File: src/rtl/c3aibadapt_rxdp_txeq_ntap_sm_pkg.sv
// Shared definitions for the N-tap TX-equalisation feedback engine:
// FSM state encodings, per-tap direction codes and the timer width helper.
package c3aibadapt_rxdp_txeq_ntap_sm_pkg;

    typedef enum logic [2:0] {
        ST_IDLE   = 3'd0,
        ST_ACCUM  = 3'd1,
        ST_DECIDE = 3'd2,
        ST_REPORT = 3'd3,
        ST_HOLD   = 3'd4
    } txeq_state_e;

    localparam logic [1:0] DIR_NONE = 2'b00;
    localparam logic [1:0] DIR_INC  = 2'b01;
    localparam logic [1:0] DIR_DEC  = 2'b10;

    // Window timer counts raw clock cycles: 8 bits of time units times the prescale.
    function automatic int txeq_tmr_w(input int prescale);
        return 8 + $clog2(prescale);
    endfunction

endpackage

File: src/rtl/c3aibadapt_rxdp_txeq_ntap_sm_if.sv
// Configuration, PMA vote and feedback signals of the txeq engine.
// master = stimulus/controller side, slave = the engine itself.
interface c3aibadapt_rxdp_txeq_ntap_sm_if #(
    parameter int NTAP   = 3,
    parameter int COEF_W = 6
);
    logic                   r_rx_txeq_en;
    logic [NTAP-1:0]        r_rx_tap_en;
    logic                   r_rx_invalid_no_change;
    logic [1:0]             r_rx_eq_iteration;
    logic [7:0]             r_rx_txeq_time;
    logic                   rxeqinprogress;
    logic                   rxeqeval;
    logic                   invalid_req;
    logic [NTAP-1:0]        tap_up;
    logic [NTAP-1:0]        tap_dn;
    logic                   pma_tx_accum;
    logic                   phystatus;
    logic [2*NTAP-1:0]      dirfeedback;
    logic [COEF_W*NTAP-1:0] coef;
    logic                   timeout;
    logic [2:0]             st;

    modport master (
        output r_rx_txeq_en, r_rx_tap_en, r_rx_invalid_no_change, r_rx_eq_iteration,
               r_rx_txeq_time, rxeqinprogress, rxeqeval, invalid_req, tap_up, tap_dn,
        input  pma_tx_accum, phystatus, dirfeedback, coef, timeout, st
    );

    modport slave (
        input  r_rx_txeq_en, r_rx_tap_en, r_rx_invalid_no_change, r_rx_eq_iteration,
               r_rx_txeq_time, rxeqinprogress, rxeqeval, invalid_req, tap_up, tap_dn,
        output pma_tx_accum, phystatus, dirfeedback, coef, timeout, st
    );
endinterface

File: src/rtl/c3aibadapt_rxdp_txeq_tap.sv
// One equalisation tap slice: saturating vote counter, direction decision,
// bounded coefficient tracker and a single-step undo record.
module c3aibadapt_rxdp_txeq_tap
    import c3aibadapt_rxdp_txeq_ntap_sm_pkg::*;
#(
    parameter int VOTE_W    = 16,
    parameter int COEF_W    = 6,
    parameter int COEF_INIT = 20,
    parameter int COEF_MIN  = 0,
    parameter int COEF_MAX  = 63
) (
    input  logic              clk,
    input  logic              rst,
    input  logic              tap_en,
    input  logic              tap_up,
    input  logic              tap_dn,
    input  logic              clr_votes,
    input  logic              accum,
    input  logic              apply,
    input  logic              clr_fb,
    input  logic              undo,
    input  logic              revert,
    output logic [1:0]        dir,
    output logic [COEF_W-1:0] coef
);

    localparam logic [VOTE_W-1:0] VOTE_POS_MAX = {1'b0, {(VOTE_W-1){1'b1}}};
    localparam logic [VOTE_W-1:0] VOTE_NEG_MAX = {1'b1, {(VOTE_W-2){1'b0}}, 1'b1};
    localparam logic [VOTE_W-1:0] VOTE_ONE     = {{(VOTE_W-1){1'b0}}, 1'b1};
    localparam logic [VOTE_W-1:0] VOTE_ZERO    = {VOTE_W{1'b0}};
    localparam logic [COEF_W-1:0] COEF_ONE     = {{(COEF_W-1){1'b0}}, 1'b1};
    localparam logic [COEF_W-1:0] C_INIT       = COEF_W'(COEF_INIT);
    localparam logic [COEF_W-1:0] C_MIN        = COEF_W'(COEF_MIN);
    localparam logic [COEF_W-1:0] C_MAX        = COEF_W'(COEF_MAX);

    logic [VOTE_W-1:0] vote_r;
    logic [VOTE_W-1:0] vote_nxt_s;
    logic [1:0]        dec_s;
    logic [1:0]        dir_r;
    logic [1:0]        dir_nxt_s;
    logic [1:0]        step_r;
    logic [1:0]        step_nxt_s;
    logic [COEF_W-1:0] coef_r;
    logic [COEF_W-1:0] coef_nxt_s;

    // Saturating +1/-1 vote update; conflicting or absent votes leave it unchanged.
    always_comb begin
        vote_nxt_s = vote_r;
        if (tap_up && !tap_dn) begin
            if (vote_r != VOTE_POS_MAX) vote_nxt_s = vote_r + VOTE_ONE;
            else                        vote_nxt_s = vote_r;
        end else if (tap_dn && !tap_up) begin
            if (vote_r != VOTE_NEG_MAX) vote_nxt_s = vote_r - VOTE_ONE;
            else                        vote_nxt_s = vote_r;
        end else begin
            vote_nxt_s = vote_r;
        end
    end

    // Vote sign to direction, suppressing steps that would leave the coefficient range.
    always_comb begin
        dec_s = DIR_NONE;
        if (!tap_en) begin
            dec_s = DIR_NONE;
        end else if (!vote_r[VOTE_W-1] && (vote_r != VOTE_ZERO)) begin
            if (coef_r == C_MAX) dec_s = DIR_NONE;
            else                 dec_s = DIR_INC;
        end else if (vote_r[VOTE_W-1]) begin
            if (coef_r == C_MIN) dec_s = DIR_NONE;
            else                 dec_s = DIR_DEC;
        end else begin
            dec_s = DIR_NONE;
        end
    end

    // Next feedback, coefficient and saved step for report, undo and abort.
    always_comb begin
        dir_nxt_s  = dir_r;
        coef_nxt_s = coef_r;
        step_nxt_s = step_r;
        if (clr_fb || !tap_en) dir_nxt_s = DIR_NONE;
        else if (apply)        dir_nxt_s = dec_s;
        else if (undo)         dir_nxt_s = DIR_NONE;
        else                   dir_nxt_s = dir_r;

        if (apply) begin
            step_nxt_s = dec_s;
            case (dec_s)
                DIR_INC: coef_nxt_s = coef_r + COEF_ONE;
                DIR_DEC: coef_nxt_s = coef_r - COEF_ONE;
                default: coef_nxt_s = coef_r;
            endcase
        end else if (undo && revert) begin
            step_nxt_s = DIR_NONE;
            case (step_r)
                DIR_INC: coef_nxt_s = coef_r - COEF_ONE;
                DIR_DEC: coef_nxt_s = coef_r + COEF_ONE;
                default: coef_nxt_s = coef_r;
            endcase
        end else begin
            step_nxt_s = step_r;
            coef_nxt_s = coef_r;
        end
    end

    // Tap state registers; votes are cleared at evaluation start and counted in ACCUM.
    always_ff @(posedge clk) begin
        if (rst) begin
            vote_r <= VOTE_ZERO;
            dir_r  <= DIR_NONE;
            step_r <= DIR_NONE;
            coef_r <= C_INIT;
        end else begin
            if (clr_votes)            vote_r <= VOTE_ZERO;
            else if (accum && tap_en) vote_r <= vote_nxt_s;
            dir_r  <= dir_nxt_s;
            step_r <= step_nxt_s;
            coef_r <= coef_nxt_s;
        end
    end

    assign dir  = dir_r;
    assign coef = coef_r;

endmodule

File: src/rtl/c3aibadapt_rxdp_txeq_ntap_sm.sv
// N-tap TX-equalisation feedback engine: FSM, window timer, iteration
// counter and edge detectors, with one tap slice per coefficient.
module c3aibadapt_rxdp_txeq_ntap_sm
    import c3aibadapt_rxdp_txeq_ntap_sm_pkg::*;
#(
    parameter int NTAP      = 3,
    parameter int PRESCALE  = 1024,
    parameter int VOTE_W    = 16,
    parameter int COEF_W    = 6,
    parameter int COEF_INIT = 20,
    parameter int COEF_MIN  = 0,
    parameter int COEF_MAX  = 63
) (
    input logic                           rx_clock_txeq_clk,
    input logic                           rx_reset_txeq_clk_rst,
    c3aibadapt_rxdp_txeq_ntap_sm_if.slave bus
);

    localparam int TMR_W = txeq_tmr_w(PRESCALE);
    localparam int PS_W  = $clog2(PRESCALE);
    localparam logic [TMR_W-1:0] TMR_ONE  = {{(TMR_W-1){1'b0}}, 1'b1};
    localparam logic [TMR_W-1:0] TMR_ZERO = {TMR_W{1'b0}};

    txeq_state_e              state_r;
    txeq_state_e              next_state_s;
    logic                     eval_prev_r;
    logic                     inv_prev_r;
    logic [TMR_W-1:0]         tmr_r;
    logic [1:0]               iter_r;
    logic [TMR_W-1:0]         win_m1_s;
    logic                     active_s;
    logic                     eval_rise_s;
    logic                     inv_rise_s;
    logic                     expire_s;
    logic                     start_s;
    logic                     reload_s;
    logic                     set_timeout_s;
    logic                     apply_s;
    logic                     undo_s;
    logic                     phystatus_r;
    logic                     accum_r;
    logic                     timeout_r;
    logic [NTAP-1:0][1:0]     dir_s;
    logic [NTAP-1:0][COEF_W-1:0] coef_s;

    // Window length in clock cycles minus one; the prescale is folded into the timer.
    assign win_m1_s    = {bus.r_rx_txeq_time, {PS_W{1'b0}}} - TMR_ONE;
    assign active_s    = bus.rxeqinprogress && bus.r_rx_txeq_en;
    assign eval_rise_s = bus.rxeqeval && !eval_prev_r;
    assign inv_rise_s  = bus.invalid_req && !inv_prev_r;
    assign expire_s    = (state_r == ST_ACCUM) && (bus.r_rx_txeq_time != 8'd0) && (tmr_r == TMR_ZERO);
    assign apply_s     = (state_r == ST_DECIDE) && active_s;
    // An evaluation start in the same cycle takes precedence over invalid_req.
    assign undo_s      = active_s && inv_rise_s && !eval_rise_s &&
                         ((state_r == ST_IDLE) || (state_r == ST_HOLD));

    // Next-state logic with abort to IDLE whenever the phase or engine is disabled.
    always_comb begin
        next_state_s  = state_r;
        start_s       = 1'b0;
        reload_s      = 1'b0;
        set_timeout_s = 1'b0;
        if (!active_s) begin
            next_state_s = ST_IDLE;
        end else begin
            case (state_r)
                ST_IDLE: begin
                    if (eval_rise_s) begin
                        next_state_s = ST_ACCUM;
                        start_s      = 1'b1;
                    end else begin
                        next_state_s = ST_IDLE;
                    end
                end
                ST_ACCUM: begin
                    if (expire_s) begin
                        if (iter_r == 2'd0) begin
                            next_state_s  = ST_DECIDE;
                            set_timeout_s = 1'b1;
                        end else begin
                            next_state_s = ST_ACCUM;
                            reload_s     = 1'b1;
                        end
                    end else if (!bus.rxeqeval) begin
                        next_state_s = ST_DECIDE;
                    end else begin
                        next_state_s = ST_ACCUM;
                    end
                end
                ST_DECIDE: next_state_s = ST_REPORT;
                ST_REPORT: next_state_s = ST_HOLD;
                ST_HOLD: begin
                    if (!bus.rxeqeval) next_state_s = ST_IDLE;
                    else               next_state_s = ST_HOLD;
                end
                default: next_state_s = ST_IDLE;
            endcase
        end
    end

    // State register and input edge detectors.
    always_ff @(posedge rx_clock_txeq_clk) begin
        if (rx_reset_txeq_clk_rst) begin
            state_r     <= ST_IDLE;
            eval_prev_r <= 1'b0;
            inv_prev_r  <= 1'b0;
        end else begin
            state_r     <= next_state_s;
            eval_prev_r <= bus.rxeqeval;
            inv_prev_r  <= bus.invalid_req;
        end
    end

    // Window timer and remaining-iteration counter.
    always_ff @(posedge rx_clock_txeq_clk) begin
        if (rx_reset_txeq_clk_rst) begin
            tmr_r  <= TMR_ZERO;
            iter_r <= 2'd0;
        end else if (start_s) begin
            tmr_r  <= win_m1_s;
            iter_r <= bus.r_rx_eq_iteration;
        end else if (reload_s) begin
            tmr_r  <= win_m1_s;
            iter_r <= iter_r - 2'd1;
        end else if ((state_r == ST_ACCUM) && (tmr_r != TMR_ZERO)) begin
            tmr_r  <= tmr_r - TMR_ONE;
        end
    end

    // Registered status outputs; timeout is sticky until the next evaluation start.
    always_ff @(posedge rx_clock_txeq_clk) begin
        if (rx_reset_txeq_clk_rst) begin
            phystatus_r <= 1'b0;
            accum_r     <= 1'b0;
            timeout_r   <= 1'b0;
        end else begin
            phystatus_r <= (next_state_s == ST_REPORT);
            accum_r     <= (next_state_s == ST_ACCUM);
            if (start_s)            timeout_r <= 1'b0;
            else if (set_timeout_s) timeout_r <= 1'b1;
        end
    end

    for (genvar k = 0; k < NTAP; k++) begin : g_tap
        c3aibadapt_rxdp_txeq_tap #(
            .VOTE_W    (VOTE_W),
            .COEF_W    (COEF_W),
            .COEF_INIT (COEF_INIT),
            .COEF_MIN  (COEF_MIN),
            .COEF_MAX  (COEF_MAX)
        ) u_tap (
            .clk       (rx_clock_txeq_clk),
            .rst       (rx_reset_txeq_clk_rst),
            .tap_en    (bus.r_rx_tap_en[k]),
            .tap_up    (bus.tap_up[k]),
            .tap_dn    (bus.tap_dn[k]),
            .clr_votes (start_s),
            .accum     (state_r == ST_ACCUM),
            .apply     (apply_s),
            .clr_fb    (!active_s),
            .undo      (undo_s),
            .revert    (!bus.r_rx_invalid_no_change),
            .dir       (dir_s[k]),
            .coef      (coef_s[k])
        );
    end

    assign bus.pma_tx_accum = accum_r;
    assign bus.phystatus    = phystatus_r;
    assign bus.timeout      = timeout_r;
    assign bus.st           = state_r;
    assign bus.dirfeedback  = dir_s;
    assign bus.coef         = coef_s;

endmodule

File: src/flat_wrapper.sv
// flat-port wrapper written by rule: the top's interface ports become plain ports
module c3aibadapt_rxdp_txeq_ntap_sm_flat import c3aibadapt_rxdp_txeq_ntap_sm_pkg::*;
#(
    parameter int NTAP      = 3,
    parameter int PRESCALE  = 1024,
    parameter int VOTE_W    = 16,
    parameter int COEF_W    = 6,
    parameter int COEF_INIT = 20,
    parameter int COEF_MIN  = 0,
    parameter int COEF_MAX  = 63
)
  (rx_clock_txeq_clk, rx_reset_txeq_clk_rst, bus_r_rx_txeq_en, bus_r_rx_tap_en, bus_r_rx_invalid_no_change, bus_r_rx_eq_iteration, bus_r_rx_txeq_time, bus_rxeqinprogress, bus_rxeqeval, bus_invalid_req, bus_tap_up, bus_tap_dn, bus_pma_tx_accum, bus_phystatus, bus_dirfeedback, bus_coef, bus_timeout, bus_st);
  c3aibadapt_rxdp_txeq_ntap_sm_if #(.NTAP(NTAP), .COEF_W(COEF_W)) bus_i ();
  input logic rx_clock_txeq_clk;
  input logic rx_reset_txeq_clk_rst;
  input wire logic [$bits(bus_i.r_rx_txeq_en)-1:0] bus_r_rx_txeq_en;
  input wire logic [$bits(bus_i.r_rx_tap_en)-1:0] bus_r_rx_tap_en;
  input wire logic [$bits(bus_i.r_rx_invalid_no_change)-1:0] bus_r_rx_invalid_no_change;
  input wire logic [$bits(bus_i.r_rx_eq_iteration)-1:0] bus_r_rx_eq_iteration;
  input wire logic [$bits(bus_i.r_rx_txeq_time)-1:0] bus_r_rx_txeq_time;
  input wire logic [$bits(bus_i.rxeqinprogress)-1:0] bus_rxeqinprogress;
  input wire logic [$bits(bus_i.rxeqeval)-1:0] bus_rxeqeval;
  input wire logic [$bits(bus_i.invalid_req)-1:0] bus_invalid_req;
  input wire logic [$bits(bus_i.tap_up)-1:0] bus_tap_up;
  input wire logic [$bits(bus_i.tap_dn)-1:0] bus_tap_dn;
  output wire logic [$bits(bus_i.pma_tx_accum)-1:0] bus_pma_tx_accum;
  output wire logic [$bits(bus_i.phystatus)-1:0] bus_phystatus;
  output wire logic [$bits(bus_i.dirfeedback)-1:0] bus_dirfeedback;
  output wire logic [$bits(bus_i.coef)-1:0] bus_coef;
  output wire logic [$bits(bus_i.timeout)-1:0] bus_timeout;
  output wire logic [$bits(bus_i.st)-1:0] bus_st;
  assign bus_i.r_rx_txeq_en = bus_r_rx_txeq_en;
  assign bus_i.r_rx_tap_en = bus_r_rx_tap_en;
  assign bus_i.r_rx_invalid_no_change = bus_r_rx_invalid_no_change;
  assign bus_i.r_rx_eq_iteration = bus_r_rx_eq_iteration;
  assign bus_i.r_rx_txeq_time = bus_r_rx_txeq_time;
  assign bus_i.rxeqinprogress = bus_rxeqinprogress;
  assign bus_i.rxeqeval = bus_rxeqeval;
  assign bus_i.invalid_req = bus_invalid_req;
  assign bus_i.tap_up = bus_tap_up;
  assign bus_i.tap_dn = bus_tap_dn;
  assign bus_pma_tx_accum = bus_i.pma_tx_accum;
  assign bus_phystatus = bus_i.phystatus;
  assign bus_dirfeedback = bus_i.dirfeedback;
  assign bus_coef = bus_i.coef;
  assign bus_timeout = bus_i.timeout;
  assign bus_st = bus_i.st;
  c3aibadapt_rxdp_txeq_ntap_sm #(.NTAP(NTAP), .PRESCALE(PRESCALE), .VOTE_W(VOTE_W), .COEF_W(COEF_W), .COEF_INIT(COEF_INIT), .COEF_MIN(COEF_MIN), .COEF_MAX(COEF_MAX)) u_core (.rx_clock_txeq_clk(rx_clock_txeq_clk), .rx_reset_txeq_clk_rst(rx_reset_txeq_clk_rst), .bus(bus_i));
endmodule
File: config.mk
export PLATFORM = sky130hd
export DESIGN_NAME = c3aibadapt_rxdp_txeq_ntap_sm_flat
export DESIGN_NICKNAME = d
export VERILOG_FILES = /design/src/rtl/c3aibadapt_rxdp_txeq_ntap_sm_pkg.sv /design/src/rtl/c3aibadapt_rxdp_txeq_ntap_sm_if.sv /design/src/rtl/c3aibadapt_rxdp_txeq_tap.sv /design/src/rtl/c3aibadapt_rxdp_txeq_ntap_sm.sv /design/src/flat_wrapper.sv
export SDC_FILE = /design/constraint.sdc
export NUM_CORES = 1
export LEC_CHECK = 0
export CORE_MARGIN = 2
export CORE_UTILIZATION = 59
export DETAILED_ROUTE_END_ITERATION = 6
export GPL_TIMING_DRIVEN = 0
export MAX_ROUTING_LAYER = met4
export PLACE_DENSITY = 0.81
export SLEW_MARGIN = 10
export SYNTH_ARGS = -nofsm -noshare
export SYNTH_HDL_FRONTEND = slang
export SYNTH_SLANG_ARGS = --single-unit
File: constraint.sdc
create_clock -name rx_clock_txeq_clk -period 8.07 [get_ports rx_clock_txeq_clk]
set_input_delay 1.614 -clock rx_clock_txeq_clk [delete_from_list [all_inputs] [get_ports rx_clock_txeq_clk]]
set_output_delay 1.614 -clock rx_clock_txeq_clk [all_outputs]
set_load 0.05 [all_outputs]
-- Word-level counts from Yosys, hierarchy flattened
Index checks and enable logic that the tools add are counted.
- add/sub/neg operators: 15
- equal/unequal tests: 33
- multiplexer cells: 70
- reductions and logical operators: 78
- operators by type and width (operator ; number):
    16-bit 2-to-1 mux ; 12
    6-bit case mux with 2 select lines ; 6
    18-bit 2-to-1 mux ; 3
    16-bit by 1-bit adder with 16-bit output, second input constant ; 3
    2-bit 2-to-1 mux ; 24
    16-bit by 15-bit != test with 1-bit output, second input constant ; 3
    16-bit != test, second input constant ; 3
    16-bit nonzero test ; 3
    16-bit by 1-bit subtractor with 16-bit output, second input constant ; 3
    6-bit 2-to-1 mux ; 6
    18-bit by 1-bit subtractor with 18-bit output, second input constant ; 2
    1-bit logical AND ; 23
    6-bit by 1-bit adder with 6-bit output, second input constant ; 3
    6-bit equality test, second input constant ; 3
    18-bit logical NOT ; 1
    6-bit logical NOT ; 3
    18-bit nonzero test ; 1
    2-bit nonzero test ; 9
    6-bit by 1-bit subtractor with 6-bit output, second input constant ; 3
    1-bit logical NOT ; 17
    1-bit 2-to-1 mux ; 15
    3-bit case mux with 5 select lines ; 1
    2-bit by 1-bit equality test with 1-bit output, second input constant ; 6
    2-bit equality test, second input constant ; 6
    other kinds (15) ; 37
- bits in registers: 106
- input port bits: 26

-- Depth between registers and ports, before layout
- depth after elaboration: 8
- mapped depth: 13
- gate-level depth less buffers: 12

-- Cells and area by module
A second synthesis with hierarchy kept.
- cell total of the unflattened synthesis: 996
- area, all modules: 7881.3 µm²
- by module, submodules not included (module ; times used ; cells each ; area each (µm²) ; seq. area each (µm²)):
    c3aibadapt_rxdp_txeq_tap at u_core.g_tap[0].u_tap ... ; 2 ; 263 ; 2045.7 ; 520.5
    c3aibadapt_rxdp_txeq_tap at u_core.g_tap[2].u_tap ; 1 ; 251 ; 1985.7 ; 520.5
    c3aibadapt_rxdp_txeq_ntap_sm ; 1 ; 219 ; 1804.2 ; 560.5

-- Least setup slack after synthesis
Ideal clock, no wire load.
- kind: input port to flip-flop
- start: input port bus_tap_dn[2]
- end: register u_core.g_tap[2].u_tap.vote_r[14]
- setup time: 117 ps
- data arrival time: 4522 ps
- data required time: 7953 ps
- path slack: 3430 ps
- cell stages on the path: 13
- cells stage by stage: inv_1 -> ha_1 -> clkbuf_1 -> inv_1 -> fa_1 -> a21o_1 -> a21o_1 -> a211oi_1 -> o31ai_1 -> a2111oi_0 -> o311ai_0 -> mux2i_1 -> nand2_1
- word-level cells in the longest chain between the ends: 4
- ends and longest elaborated chain (element ; line ; RTL):
    from (decl) ; flat_wrapper.sv:25 ; input wire logic [$bits(bus_i.tap_dn)-1:0] bus_tap_dn;
    1-bit logical NOT ; c3aibadapt_rxdp_txeq_tap.sv:49 ; if (tap_up && !tap_dn) begin
    1-bit logical AND ; c3aibadapt_rxdp_txeq_tap.sv:49 ;
    2-bit by 1-bit != test with 1-bit output (no source line) or 2-bit nonzero test (tied branches) ; n/a ;
    4-bit AND reduction (no source line) ; n/a ;
    to (signal assigned) ; c3aibadapt_rxdp_txeq_tap.sv:115 ; else if (accum && tap_en) vote_r <= vote_nxt_s;
    to (decl) ; c3aibadapt_rxdp_txeq_tap.sv:36 ; logic [VOTE_W-1:0] vote_r;
Parallel ways exist; a longest one is shown, timed or not.
A chain may end at the register's enable or synchronous reset.

-- Worst setup path after layout
- start: input port bus_tap_up[2]
- end: register u_core.g_tap[2].u_tap.vote_r[14]
- word-level cells in the longest chain between the ends: 4
- ends and longest elaborated chain (element ; line ; RTL):
    from (decl) ; flat_wrapper.sv:24 ; input wire logic [$bits(bus_i.tap_up)-1:0] bus_tap_up;
    1-bit logical NOT ; c3aibadapt_rxdp_txeq_tap.sv:52 ; end else if (tap_dn && !tap_up) begin
    1-bit logical AND ; c3aibadapt_rxdp_txeq_tap.sv:52 ;
    2-bit nonzero test (no source line) ; n/a ;
    4-bit AND reduction (no source line) ; n/a ;
Parallel ways exist; a longest one is shown, timed or not.

==> metrics.csv <==
stage,metric,value,unit
yosys,synth-seq-area-share,29.5,%
yosys,postSynthAreaPerCell,8.17,um2
run,maxCapViolCount,0,
die,io_pins,56,
setup_path,criticalPathCategory,in -> reg,
pwr,intPower,0.824,mW
die,core_area,0.0120,mm2
layout,layout-drive-gt1-share,4.31,%
route,num_vias,6502,
layout,multi_input_area,0.00481,mm2
yosys,synthSimpleGateAreaFrac,24.1,%
yosys,synth_warnings,0,
global_route,antenna_found_initial,0,
route,ant_nets,0,
route,firstDrtPassIters,5,
setup_path,timing.rr.end,u_core.g_tap[2].u_tap.vote_r[14],
layout,fin_nets,1039,
setup_path,regToRegSetupSlack,4.94,ns
layout,final_common_cell,dfxtp_1,
place,post-dp-hpwl,12.3,mm
yosys,synth_xor_area_share,7.31,%
yosys,ys.flop_type,dfxtp_1,
setup_path,start_kind,primary input,
pwr,power_density,138,mW/mm2
setup_path,cp_data_arrival_time,5.64,ns
clock_network,cts.repair.resized,0,
route,viasPerCell,5.92,
timing,finClkSkew,0.00762,ns
timing,period_needed,5.39,ns
clock_network,hold_buffers,0,
global_route,grt_max_degree,18,
pwr,p_sw_share,27.4,%
layout,regArea,0.00212,mm2
clock_network,postCtsSetupBuffers,0,
clock_network,clkSlewWorstSetupHoldPaths,0.07,ns
timing,hold_viol_final,0,
outcome,status,finished clean,
global_route,grt_pass1_wl,28.6,mm
min_path,hold_depth,2,
place,pre_cts_slack,2.40,ns
yosys,synthesis.nets,973,
layout,diodes,0,
die,die_h,114,um
timing,finalSetupTns,0,ns
yosys,synthAdderAreaFrac,12.0,%
timing,drv_slew,0,
pwr,vdd_drop_max,0.129,mV
yosys,muxShareOfSynthArea,3.62,%
pwr,power_frac_clock,37.8,%
yosys,synth_top_family_by_area,simple AND/OR/NAND/NOR gates,
global_route,grtUsageTotal,27.6,%
setup_path,worstSetupEndpointType,register,
timing,grt_setup_unrepaired,no,
timing,setup_ws,2.68,ns
yosys,yosys_register_bits,106,
min_path,min_to,u_core.g_tap[2].u_tap.step_r[0],
timing,slew-limit-headroom,42.4,%
min_path,hold_class,reg -> reg,
die,row_count,40,
yosys,synth-edff-count,0,
route,drc,0,
setup_path,worst_r2r_path_depth,9,
pwr,leakage,3.35,nW
place,place_congestion,0.886,
global_route,grt_pass1_vias,6083,
route,dr.first_iter.drc_count,443,
setup_path,r2r-start,u_core.g_tap[2].u_tap.vote_r[0],
layout,layout_common_cells,"106 x dfxtp_1, 103 x nor2_1, 80 x a21oi_1",
layout,n_fill_cell,1021,
pwr,p_comb_share,14.4,%
route,drt_wl_total,16.5,mm
global_route,grt_overflow,0,
yosys,synth_compound_area_share,19.9,%
clock_network,cts_root_buf,clkbuf_16,
yosys,syn-cell-area,0.00719,mm2
yosys,synthCells,880,
setup_path,startpoint,bus_tap_up[2],
die,dieArea,0.0131,mm2
min_path,min_from,u_core.g_tap[2].u_tap.step_r[0],
timing,tightest_slew,0.857,ns
die,die_w,114,um
setup_path,critPathRequiredTime,8.32,ns
yosys,ys_types,67,
clock_network,htree_levels,3,
die,floorplan.initialDensity,60.1,%
clock_network,clock_latency,0.36,ns
clock_network,cts_tree,built,
timing,max_freq,186,MHz
clock_network,numCtsBuffers,9,
setup_path,crit_fanout,15,
place,port_buffers,55,
timing,setup_violations,0,
pwr,p_seq_share,47.7,%
yosys,synthArstFlopShare,0,%
clock_network,cts_sinks,106,
route,wl_per_cell,15.0,um
clock_network,cts.path.max_buffers,2,
timing,period_share,66.8,%
pwr,switching_power,0.311,mW
layout,area_growth,14.1,%
final cells by class:
class / count / area share, %
inverters: 36 / 1.65
clock inverters: 5 / 0.473
plain buffers: 31 / 1.48
well taps: 147 / 2.24
clock buffers: 11 / 2.96
repair buffers: 55 / 6.71
flip-flops and latches: 106 / 25.9
multi-input cells: 707 / 58.6
registers in the layout, summed over array words and instances, names as in the netlist:
register,flops
u_core.bus.pma_tx_accum,1
u_core.g_tap.u_tap.step_r,6
u_core.g_tap.u_tap.dir,6
u_core.g_tap.u_tap.vote_r,48
u_core.bus.st,3
u_core.bus.phystatus,1
u_core.inv_prev_r,1
u_core.bus.timeout,1
u_core.tmr_r,18
u_core.eval_prev_r,1
u_core.iter_r,2
u_core.g_tap.u_tap.coef,18
cells by family (layout without fill, tap and decap cells):
group | Yosys count | count (layout)
mux | 26 | 26
flops | 106 | 106
xor+xnor | 60 | 60
compound gates | 213 | 213
fa+ha+maj | 67 | 67
simple gates | 341 | 341
buf+inv | 67 | 138
worst max-delay path by stage:
stage / end / cells past startpoint
2_1_floorplan: u_core.g_tap[2].u_tap.vote_r[14] / 13
4_1_cts: u_core.g_tap[2].u_tap.vote_r[14] / 13
3_3_place_gp: u_core.g_tap[2].u_tap.vote_r[14] / 13
6_report: u_core.g_tap[2].u_tap.vote_r[14] / 13
5_1_grt: u_core.g_tap[2].u_tap.vote_r[14] / 13
3_5_place_dp: u_core.g_tap[2].u_tap.vote_r[14] / 13
worst max-delay path, cell delays in order:
cell and delay [ns]:
clkdlybuf4s50_1 0.46, ha_1 0.13, clkbuf_1 0.33, inv_1 0.39, fa_1 0.57, a21o_1 0.18, a21o_1 0.21, a211oi_1 0.36
o31ai_1 0.16, a2111oi_0 0.71, o311ai_0 0.29, mux2i_1 0.19, nand2_1 0.06
power by group through the flow:
stage / combinational [mW] / clock [mW] / sequential, mW
3_5_place_dp: 0.162 / 0 / 0.554
5_1_grt: 0.183 / 0.455 / 0.543
3_3_place_gp: 0.159 / 0 / 0.554
6_report: 0.164 / 0.429 / 0.542
4_1_cts: 0.164 / 0.433 / 0.542
2_1_floorplan: 0.118 / 0 / 0.553
metrics by stage:
step	power, mW	cell area, um2	util, %	std cells	hold slack [ns]
after detailed placement	0.716	7930	66.3	1082	0.447
final	1.13	8210	68.6	1098	0.459
after CTS	1.14	8210	68.6	1098	0.457
after global routing	1.18	8210	68.6	1098	0.501
after floorplan	0.671	7190	-	880	0.436
after global placement	0.713	7930	66.3	1082	0.444
synthesized netlist by cell type, drive strengths merged, types with 5 or more instances:
library cell	count	share of area (%)
dfxtp	106	30
nor2	104	5.5
a21oi	80	5.6
ha	64	11
nand2	63	3.3
xnor2	43	5.2
inv	36	1.9
nor3	34	2.5
mux2i	26	3.6
o21ai	26	2.0
clkbuf	25	1.3
nand3	23	1.6
nor4	19	1.9
or3	19	1.7
a211oi	18	1.9
nand4	17	1.5
xor2	17	2.1
a21o	15	1.6
and3	14	1.2
o31ai	9	1.0
nand2b	8	0.70
o21a	8	0.84
and2	7	0.61
o21bai	7	0.73
or2	7	0.61
a31oi	6	0.52
buf	6	0.38
nand3b	5	0.52
nor2b	5	0.44
per-layer routing:
| metal | routed length [um] | up-vias | GRT usage, % | share of wire [%] |
|---|---|---|---|---|
| met5 | 0 | - | - | 0 |
| met1 | 7710 | 3022 | 34.9 | 47 |
| met4 | 234 | 0 | 7.24 | 1.4 |
| met2 | 7940 | 121 | 45.4 | 48 |
| met3 | 615 | 15 | 5.24 | 3.7 |
| li1 | - | 3344 | - | - |
Note: power is estimated with default switching activity, not from simulation.
